<file path="src/rtl/seq_det_ctr.sv">
// Serial sequence detector with a runtime-programmable pattern, overlapping or
// non-overlapping detection, a registered match pulse and a saturating match counter.
module seq_det_ctr #(
    parameter int PAT_W = 4,
    parameter int CNT_W = 8
) (
    input  logic             clk,
    input  logic             rst,
    input  logic             en,
    input  logic             ip,
    input  logic [PAT_W-1:0] pat,
    input  logic             overlap,
    input  logic             clr,
    output logic             opt,
    output logic [CNT_W-1:0] cnt,
    output logic             sat
);

    localparam int              FILL_W   = $clog2(PAT_W);
    localparam logic [FILL_W-1:0] FILL_MAX = FILL_W'(PAT_W - 1);
    localparam logic [CNT_W-1:0]  CNT_MAX  = {CNT_W{1'b1}};
    localparam logic [CNT_W-1:0]  CNT_PRE  = CNT_MAX - {{(CNT_W-1){1'b0}}, 1'b1};

    logic [PAT_W-2:0]  hist_r;
    logic [FILL_W-1:0] fill_r;
    logic              opt_r;
    logic [CNT_W-1:0]  cnt_r;
    logic              sat_r;

    logic [PAT_W-1:0]  win_s;
    logic              full_s;
    logic              hit_s;
    logic [FILL_W-1:0] fill_nxt_s;
    logic [CNT_W-1:0]  cnt_nxt_s;
    logic              sat_nxt_s;

    // Match detection and next-state values for an accepted sample
    always_comb begin
        win_s      = {hist_r, ip};
        full_s     = (fill_r == FILL_MAX);
        hit_s      = en & full_s & (win_s == pat);
        fill_nxt_s = fill_r;
        cnt_nxt_s  = cnt_r;
        sat_nxt_s  = sat_r;

        // Non-overlapping mode consumes the matched bits, so history must refill.
        if (hit_s && !overlap) begin
            fill_nxt_s = {FILL_W{1'b0}};
        end else if (full_s) begin
            fill_nxt_s = fill_r;
        end else begin
            fill_nxt_s = fill_r + {{(FILL_W-1){1'b0}}, 1'b1};
        end

        if (hit_s && (cnt_r != CNT_MAX)) begin
            cnt_nxt_s = cnt_r + {{(CNT_W-1){1'b0}}, 1'b1};
        end else begin
            cnt_nxt_s = cnt_r;
        end

        if (hit_s && (cnt_r == CNT_PRE)) begin
            sat_nxt_s = 1'b1;
        end else begin
            sat_nxt_s = sat_r;
        end
    end

    // State and registered outputs; clear beats sample enable
    always_ff @(posedge clk or posedge rst) begin
        if (rst) begin
            hist_r <= {(PAT_W-1){1'b0}};
            fill_r <= {FILL_W{1'b0}};
            opt_r  <= 1'b0;
            cnt_r  <= {CNT_W{1'b0}};
            sat_r  <= 1'b0;
        end else if (clr) begin
            hist_r <= {(PAT_W-1){1'b0}};
            fill_r <= {FILL_W{1'b0}};
            opt_r  <= 1'b0;
            cnt_r  <= {CNT_W{1'b0}};
            sat_r  <= 1'b0;
        end else if (en) begin
            hist_r <= win_s[PAT_W-2:0];
            fill_r <= fill_nxt_s;
            opt_r  <= hit_s;
            cnt_r  <= cnt_nxt_s;
            sat_r  <= sat_nxt_s;
        end else begin
            opt_r  <= 1'b0;
        end
    end

    assign opt = opt_r;
    assign cnt = cnt_r;
    assign sat = sat_r;

endmodule

</file>
<file path="config.mk">
export PLATFORM = sky130hd
export DESIGN_NAME = seq_det_ctr
export DESIGN_NICKNAME = d
export VERILOG_FILES = /design/src/rtl/seq_det_ctr.sv
export SDC_FILE = /design/constraint.sdc
export NUM_CORES = 1
export LEC_CHECK = 0
export CORE_AREA = 2 2 58 60
export CTS_CLUSTER_SIZE = 10
export DETAILED_ROUTE_END_ITERATION = 16
export DIE_AREA = 0 0 60 62
export HOLD_SLACK_MARGIN = 0.03
export PLACE_DENSITY = 0.53
export SYNTH_ARGS = -nofsm -noshare
export SYNTH_HDL_FRONTEND = slang
export SYNTH_SLANG_ARGS = --single-unit
export TNS_END_PERCENT = 100
</file>
<file path="constraint.sdc">
create_clock -name clk -period 3.9 [get_ports clk]
set_input_delay 1.17 -clock clk [delete_from_list [all_inputs] [get_ports clk]]
set_output_delay 1.17 -clock clk [all_outputs]
set_load 0.05 [all_outputs]
</file>
After elaboration in Yosys (flattened, before gate mapping)
Index checks and enable logic that the tools add are counted.
{ "totals": {"register_bits": 15, "input_bits": 10, "word_cells": 38} }
{ "op_classes": {"add_sub_neg": 2, "eq_ne": 5, "muxes": 14, "bitwise": 2, "n_reduce_logical": 10} }
{ "op_table": {"columns": ["operator", "count"], "rows": [
  ["$mux 8", 3],
  ["$add 8x1->8 const B", 1],
  ["$eq 8x8->1 const B", 1],
  ["$mux 2", 4],
  ["$ne 8x8->1 const B", 1],
  ["$mux 3", 2],
  ["$reduce_and 2->1", 3],
  ["$reduce_bool 2->1", 3],
  ["$mux 1", 5],
  ["$eq 4x4->1", 1],
  ["$logic_and 1x1->1", 3],
  ["$ne 3x2->1 const B", 1],
  ["$add 2x1->2 const B", 1],
  ["$and 1x1->1", 2],
  ["$eq 2x2->1 const B", 1],
  ["$logic_not 1->1", 1]
]} }

Longest topological paths before layout
Gate-level depths: netlist of run 1.
{ "logic_depth": {"depth_word": 7, "mapped_depth": 6} }

Worst setup path after synthesis of run 1
No wires, ideal clock.
{ "synth_path": {"path_kind": "input to register", "startpoint": "input ip", "endpoint": "register cnt_r[5], in the netlist cnt[5]", "setup_time_ns": 0.077, "arrival_time_ns": 2.185, "required_time_ns": 3.823, "setup_slack_ns": 1.638, "stages": 5, "path_cell_list": "xnor2_1 > nand4_1 > buf_2 > or4_1 > a21oi_1"} }
{ "synth_between": {"elab_chain_len": 5} }
{ "synth_rtl": {"columns": ["element", "line", "source"], "rows": [
  ["start: declaration", "10", "input logic ip,"],
  ["$eq 4x4->1", "41", "hit_s = en & full_s & (win_s == pat);"],
  ["$and 1x1->1", "41", null],
  ["$logic_and 1x1->1", "55", "if (hit_s && (cnt_r != CNT_MAX)) begin"],
  ["$reduce_bool 2->1 (no line)", null, null],
  ["$reduce_and 2->1 (no line)", null, null],
  ["end signal: assignment", "74", "cnt_r <= {CNT_W{1'b0}};"],
  ["end signal: assignment", "80", "cnt_r <= {CNT_W{1'b0}};"],
  ["end signal: assignment", "86", "cnt_r <= cnt_nxt_s;"],
  ["end: declaration", "27", "logic [CNT_W-1:0] cnt_r;"]
]} }
No other way between the ends.
A chain may end at the register's enable or synchronous reset.

Worst setup path in the final report of run 1
{ "layout_path": {"startpoint": "register cnt_r[2], in the netlist cnt[2]", "endpoint": "output cnt[2]"} }
{ "layout_rtl": {"columns": ["element", "line", "source"], "rows": [
  ["end: declaration", "15", "output logic [CNT_W-1:0] cnt,"]
]} }
No word-level cell between the ends.

==> flow_summary.yaml, run 1 <==
clock_tree:
  cts_root_buffer: "clkbuf_4"
  cts_hold_buf: 0
  insertion_delay_ns: 0.29
  cts.path.max_buffers: 2
  ctsResizeCount: 0
  cts_setup_buffers: 0
  tritoncts: "built"
  cts_sinks: 15
  path_clk_slew_ns: 0.09
  cts_max_level: 1
  cts_buffers: 3
logic_synthesis:
  async_flop_share: 1.00
  synthesis.area_um2: 892
  syn_nets: 103
  ys_warn_count: 0
  yosys-top-cells-area: "dfrtp_1 (42%), a21oi_1 (5.6%), o31ai_1 (5.0%)"
  ys_seq_area_frac: 0.421
  synthAdderAreaFrac: 0.0421
  yosys.area.top_type: "dfrtp_1"
  synth-edff-count: 0
  synth_top_family_by_area: "simple AND/OR/NAND/NOR gates"
  synthCells: 90
  ys_ff_latch: 15
  synth_compound_area_frac: 0.167
  yosys-mux-area-fraction: 0.0449
  synth_top_area_frac: 0.421
  synthDistinctLibCells: 26
  postSynthAreaPerCell_um2: 9.91
  synthTopCellsByCount: "dfrtp_1 (15), a21oi_1 (10), inv_1 (6), o31ai_1 (6)"
  ys.flop_type: "dfrtp_1"
  synth_xor_area_frac: 0.0477
  yosys.area_share.simple: 0.194
  synth_most_common_cell: "dfrtp_1"
timing:
  slew_headroom: 0.590
  tns_ns: 0
  finalWorstSetupSlack_ns: 1.12
  fmax_mhz: 360
  hold_viol: 0
  worstMarginPinSlew_ns: 0.614
  drv_slew: 0
  setup_viol: 0
  rsz0062_at_grt: "no"
  finalCritPeriodShare: 0.713
  post-route-min-period_ns: 2.78
  fin_worst_skew_ns: 0.00142
placement:
  place_worst_setup_slack_ns: 1.03
  dp.cells: 151
  finalWeightedCongestion: 0.692
  hpwl_um: 1300
  io_buffer_count: 19
grt:
  antenna_found_initial: 0
  grt_remaining_overflow: 0
  use_met1: 0.151
  grt_pass1_wl_um: 3170
  busiest_layer: "met2"
  grt_usage: 0.114
  use_met2: 0.179
  grt_util_met3: 0.0373
  grt_pass1_vias: 701
  grt_max_degree: 21
route:
  drt-initial-drc-count: 22
  drc: 0
  postRouteAntennaNets: 0
  avgRoutedWirePerCell_um: 11.8
  wl_um: 1830
  vias: 742
  viasPerCell: 4.79
  dr.pass1.iters: 4
worst_setup_path:
  crit_family: "buffers and inverters"
  crit_required_ns: 2.73
  crit_path_end_kind: "output pin"
  path_max_fanout: 8
  r2r_cells: 5
  r2r_end: "cnt[5]$_DFFE_PP0P_"
  crit_slowest_cell: "clkdlybuf4s50_1"
  worst_ep_arrival_time_ns: 1.61
  r2r_start: "fill_r[0]$_DFFE_PP0P_"
  timing.reg2reg.setup_slack_ns: 2.12
  path_class: "reg -> out"
  critPathLaunchType: "register"
  worstPathCellList: "clkdlybuf4s50_1"
  critPathBufInv: 1
  slowest_delay_ns: 0.85
power:
  power.density_mw_per_mm2: 256
  total_power_mw: 0.287
  vdd_drop_max_uv: 195
  power_leakage_nw: 0.423
layout:
  num_antenna_cells: 0
  synthToLayoutAreaGrowth_pct: 25.7
  drive_above_1_share: 0.0917
  stdcell_count: 155
  final_nets: 123
die:
  die_area_mm2: 0.00372
  core_area_mm2: 0.00318
  rows: 21
  start_util: 0.281
  ios: 20
  die_h_um: 62
  fp.dieW_um: 60
hold_path:
  hold_path_end: "sat$_DFFE_PP0P_"
  min-delay-start: "sat$_DFFE_PP0P_"
  hold_class: "reg -> reg"
  min_path_cells: 2
status:
  outcome: "finished clean"
run:
  drv_cap: 0
[layout make-up]
cell class / instances / area [um2]
fillers: 336 / 2060
multi-input cells: 64 / 442
flip-flops and latches: 15 / 375
repair buffers: 20 / 198
well taps: 46 / 57.6
clock buffers: 4 / 26.3
inverters: 6 / 22.5
[worst min-delay path, stage by stage, from the launching register on]
cell     delay (ns)
dfrtp_1        0.39
inv_1          0.05
a21oi_1        0.05
[flip-flops by register name, summed over array words and instances (netlist names)]
name,count
sat,1
hist_r,3
opt,1
fill_r,2
cnt,8
[metal layers]
| layer | wire length [um] | vias up |
|---|---|---|
| met5 | 0 | - |
| met4 | 17 | 0 |
| met3 | 88 | 2 |
| met2 | 819 | 24 |
| met1 | 905 | 345 |
| li1 | - | 371 |
[how the worst max path moves through the flow]
| stage | start | endpoint | depth (start not counted) |
|---|---|---|---|
| after floorplan | ip | cnt[5]$_DFFE_PP0P_ | 5 |
| after global placement | en | cnt[7]$_DFFE_PP0P_ | 5 |
| after detailed placement | en | cnt[4]$_DFFE_PP0P_ | 5 |
| after CTS | cnt[2]$_DFFE_PP0P_ | cnt[2] | 1 |
| after global routing | cnt[3]$_DFFE_PP0P_ | cnt[3] | 1 |
| final | cnt[2]$_DFFE_PP0P_ | cnt[2] | 1 |
[through the flow]
| step | area (um2) | hold WS [ns] | utilization |
|---|---|---|---|
| floorplan | 892 | 0.496 | - |
| global placement | 1090 | 0.505 | 0.344 |
| detailed placement | 1090 | 0.510 | 0.344 |
| CTS | 1120 | 0.524 | 0.353 |
| global route | 1120 | 0.550 | 0.353 |
| finish | 1120 | 0.517 | 0.353 |
[cells by family after synthesis]
| logic type | count (synthesis) |
|---|---|
| simple gates | 30 |
| compound gates | 23 |
| flops | 15 |
| buf+inv | 11 |
| xor+xnor | 4 |
| mux | 4 |
| fa+ha+maj | 3 |
[layout by cell type, fill, tap and decap left out, types with 2 or more instances in the layout]
master	instances
nand2_1	5
xnor2_1	3
inv_1	6
o211ai_1	2
nor2_1	4
or3_2	3
dfrtp_1	15
o31ai_1	6
clkdlybuf4s50_1	19
ha_1	3
or4_1	5
a21oi_1	10
nand3_1	2
clkbuf_4	3
mux2i_1	4
nand2b_1	2
nor3_1	3
o21ai_0	3
nand4_1	3
[where the power goes]
| group | total, mW | switching (mW) | internal (mW) |
|---|---|---|---|
| sequential | 0.161 | 0.00250 | 0.158 |
| combinational | 0.0340 | 0.0173 | 0.0167 |
| clock | 0.0923 | 0.0525 | 0.0398 |
| total | 0.287 | 0.0723 | 0.215 |
No activity file was read; power rests on OpenSTA's default activity.
==> run 2: changes to the inputs <==
==> constraint.sdc (replaced) <==
create_clock -name clk -period 2.57 [get_ports clk]
set_input_delay 0.771 -clock clk [delete_from_list [all_inputs] [get_ports clk]]
set_output_delay 0.771 -clock clk [all_outputs]
set_load 0.05 [all_outputs]
==> flow_summary.yaml, run 2 (synthesis gave the netlist of run 1 again) <==
status:
  outcome: "finished clean"
clock_tree:
  tritoncts: "built"
  ctsResizeCount: 0
  cts_max_level: 1
  cts_sinks: 15
  insertion_delay_ns: 0.29
  cts.path.max_buffers: 2
  cts_root_buffer: "clkbuf_4"
  cts_hold_buf: 0
  cts_buffers: 3
  cts_setup_buffers: 0
  path_clk_slew_ns: 0.09
route:
  avgRoutedWirePerCell_um: 11.2
  dr.pass1.iters: 6
  drc: 0
  vias: 752
  viasPerCell: 4.76
  wl_um: 1770
  drt-initial-drc-count: 43
  postRouteAntennaNets: 0
timing:
  slew_headroom: 0.590
  post-route-min-period_ns: 2.37
  worstMarginPinSlew_ns: 0.614
  fin_worst_skew_ns: 0.00108
  drv_slew: 0
  rsz0062_at_grt: "no"
  hold_ws_ns: 0.523
  setup_viol: 0
  hold_viol: 0
  finalCritPeriodShare: 0.923
  fmax_mhz: 421
  tns_ns: 0
die:
  die_h_um: 62
  core_area_mm2: 0.00318
  start_util: 0.281
  die_area_mm2: 0.00372
  ios: 20
  fp.dieW_um: 60
  rows: 21
hold_path:
  hold_class: "reg -> reg"
grt:
  antenna_found_initial: 0
  grt_remaining_overflow: 0
  grt_pass1_vias: 683
  grt_usage: 0.111
  grt_max_degree: 21
  grt_pass1_wl_um: 3130
worst_setup_path:
  crit_required_ns: 1.80
  path_class: "reg -> out"
  worst_ep_arrival_time_ns: 1.60
  slowest_delay_ns: 0.85
  critPathLaunchType: "register"
  critPathBufInv: 1
  crit_family: "buffers and inverters"
  path_max_fanout: 8
  worstPathCellList: "clkdlybuf4s50_1"
  crit_path_end_kind: "output pin"
  crit_slowest_cell: "clkdlybuf4s50_1"
power:
  power_frac_comb: 0.122
  p_int_mw: 0.328
  pwr-share-seq: 0.556
  p_sw_mw: 0.111
  power.density_mw_per_mm2: 384
  power_leakage_nw: 0.437
  total_power_mw: 0.439
  clkPwrFrac: 0.322
  p_sw_frac: 0.253
  vdd_drop_max_uv: 219
layout:
  layout.cells.most_common_list: "clkdlybuf4s50_1 (19), dfrtp_1 (15), a21oi_1 (10)"
  postLayoutCoreUtil: 0.360
  synthToLayoutAreaGrowth_pct: 28.2
  final_nets: 126
  drive_above_1_share: 0.116
  num_antenna_cells: 0
  mostFrequentLayoutCell: "clkdlybuf4s50_1"
  fillers: 341
  largest_reg_flops: 8
  design_area_mm2: 0.00114
placement:
  hpwl_um: 1330
  placed_area_mm2: 0.00112
  finalWeightedCongestion: 0.696
  io_buffer_count: 19
run:
  drv_cap: 0
## run 2: cell types whose count changed in the layout (fill, tap and decap cells not counted), sizes merged
cell | before | now
buf | 1 | 4
## run 2: layout make-up
cell class | instances | area [um2] | share of cell area
Clock buffer | 4 | 26.3 | 0.0230
Inverter | 6 | 22.5 | 0.0197
Multi-Input combinational cell | 64 | 442 | 0.386
Sequential cell | 15 | 375 | 0.328
Tap cell | 46 | 57.6 | 0.0503
Timing Repair Buffer | 23 | 220 | 0.193
## run 2: power by group through the flow
stage | Clock [mW] | Sequential [mW] | Combinational, mW
2_1_floorplan | 0 | 0.248 | 0.0364
3_3_place_gp | 0 | 0.249 | 0.0539
3_5_place_dp | 0 | 0.249 | 0.0550
4_1_cts | 0.150 | 0.244 | 0.0551
5_1_grt | 0.158 | 0.245 | 0.0606
6_report | 0.141 | 0.244 | 0.0537
## run 2: worst paths after layout
| path | start | to | slack [ns] | depth (start not counted) |
|---|---|---|---|---|
| hold reg to reg | sat$_DFFE_PP0P_ | sat$_DFFE_PP0P_ | 0.52 | 2 |
| setup / recovery | cnt[2]$_DFFE_PP0P_ | cnt[2] | 0.20 | 1 |
| max in group asynchronous | rst | cnt[3]$_DFFE_PP0P_ | 1.32 | 2 |
| min in group asynchronous | rst | fill_r[0]$_DFFE_PP0P_ | 0.85 | 2 |
| setup reg to reg | fill_r[0]$_DFFE_PP0P_ | cnt[7]$_DFFE_PP0P_ | 0.87 | 5 |
| hold / removal | sat$_DFFE_PP0P_ | sat$_DFFE_PP0P_ | 0.52 | 2 |
## run 2: per-layer routing
layer  share of wire  track usage  vias to the layer above
li1                -            -                      379
met1            0.50        0.155                      351
met2            0.45        0.169                       22
met3           0.055       0.0331                        0
met4               0       0.0286                        0
met5               0            0                        -
## run 2: per-stage QoR
step           instances  worst slack (ns)
2_1_floorplan         90             0.707
3_3_place_gp         154             0.158
3_5_place_dp         154             0.115
4_1_cts              158             0.181
5_1_grt              158             0.116
6_report             158             0.197
==> run 3: changes to the inputs <==
--- a/config.mk
+++ b/config.mk
@@ -5,6 +5,7 @@
 export SDC_FILE = /design/constraint.sdc
 export NUM_CORES = 1
 export LEC_CHECK = 0
+export CAP_MARGIN = 40
 export CORE_AREA = 2 2 58 60
 export CTS_CLUSTER_SIZE = 10
 export DETAILED_ROUTE_END_ITERATION = 16
==> results of run 3 <==
No change in the layout: final DEF, timing and power equal those of run 2.
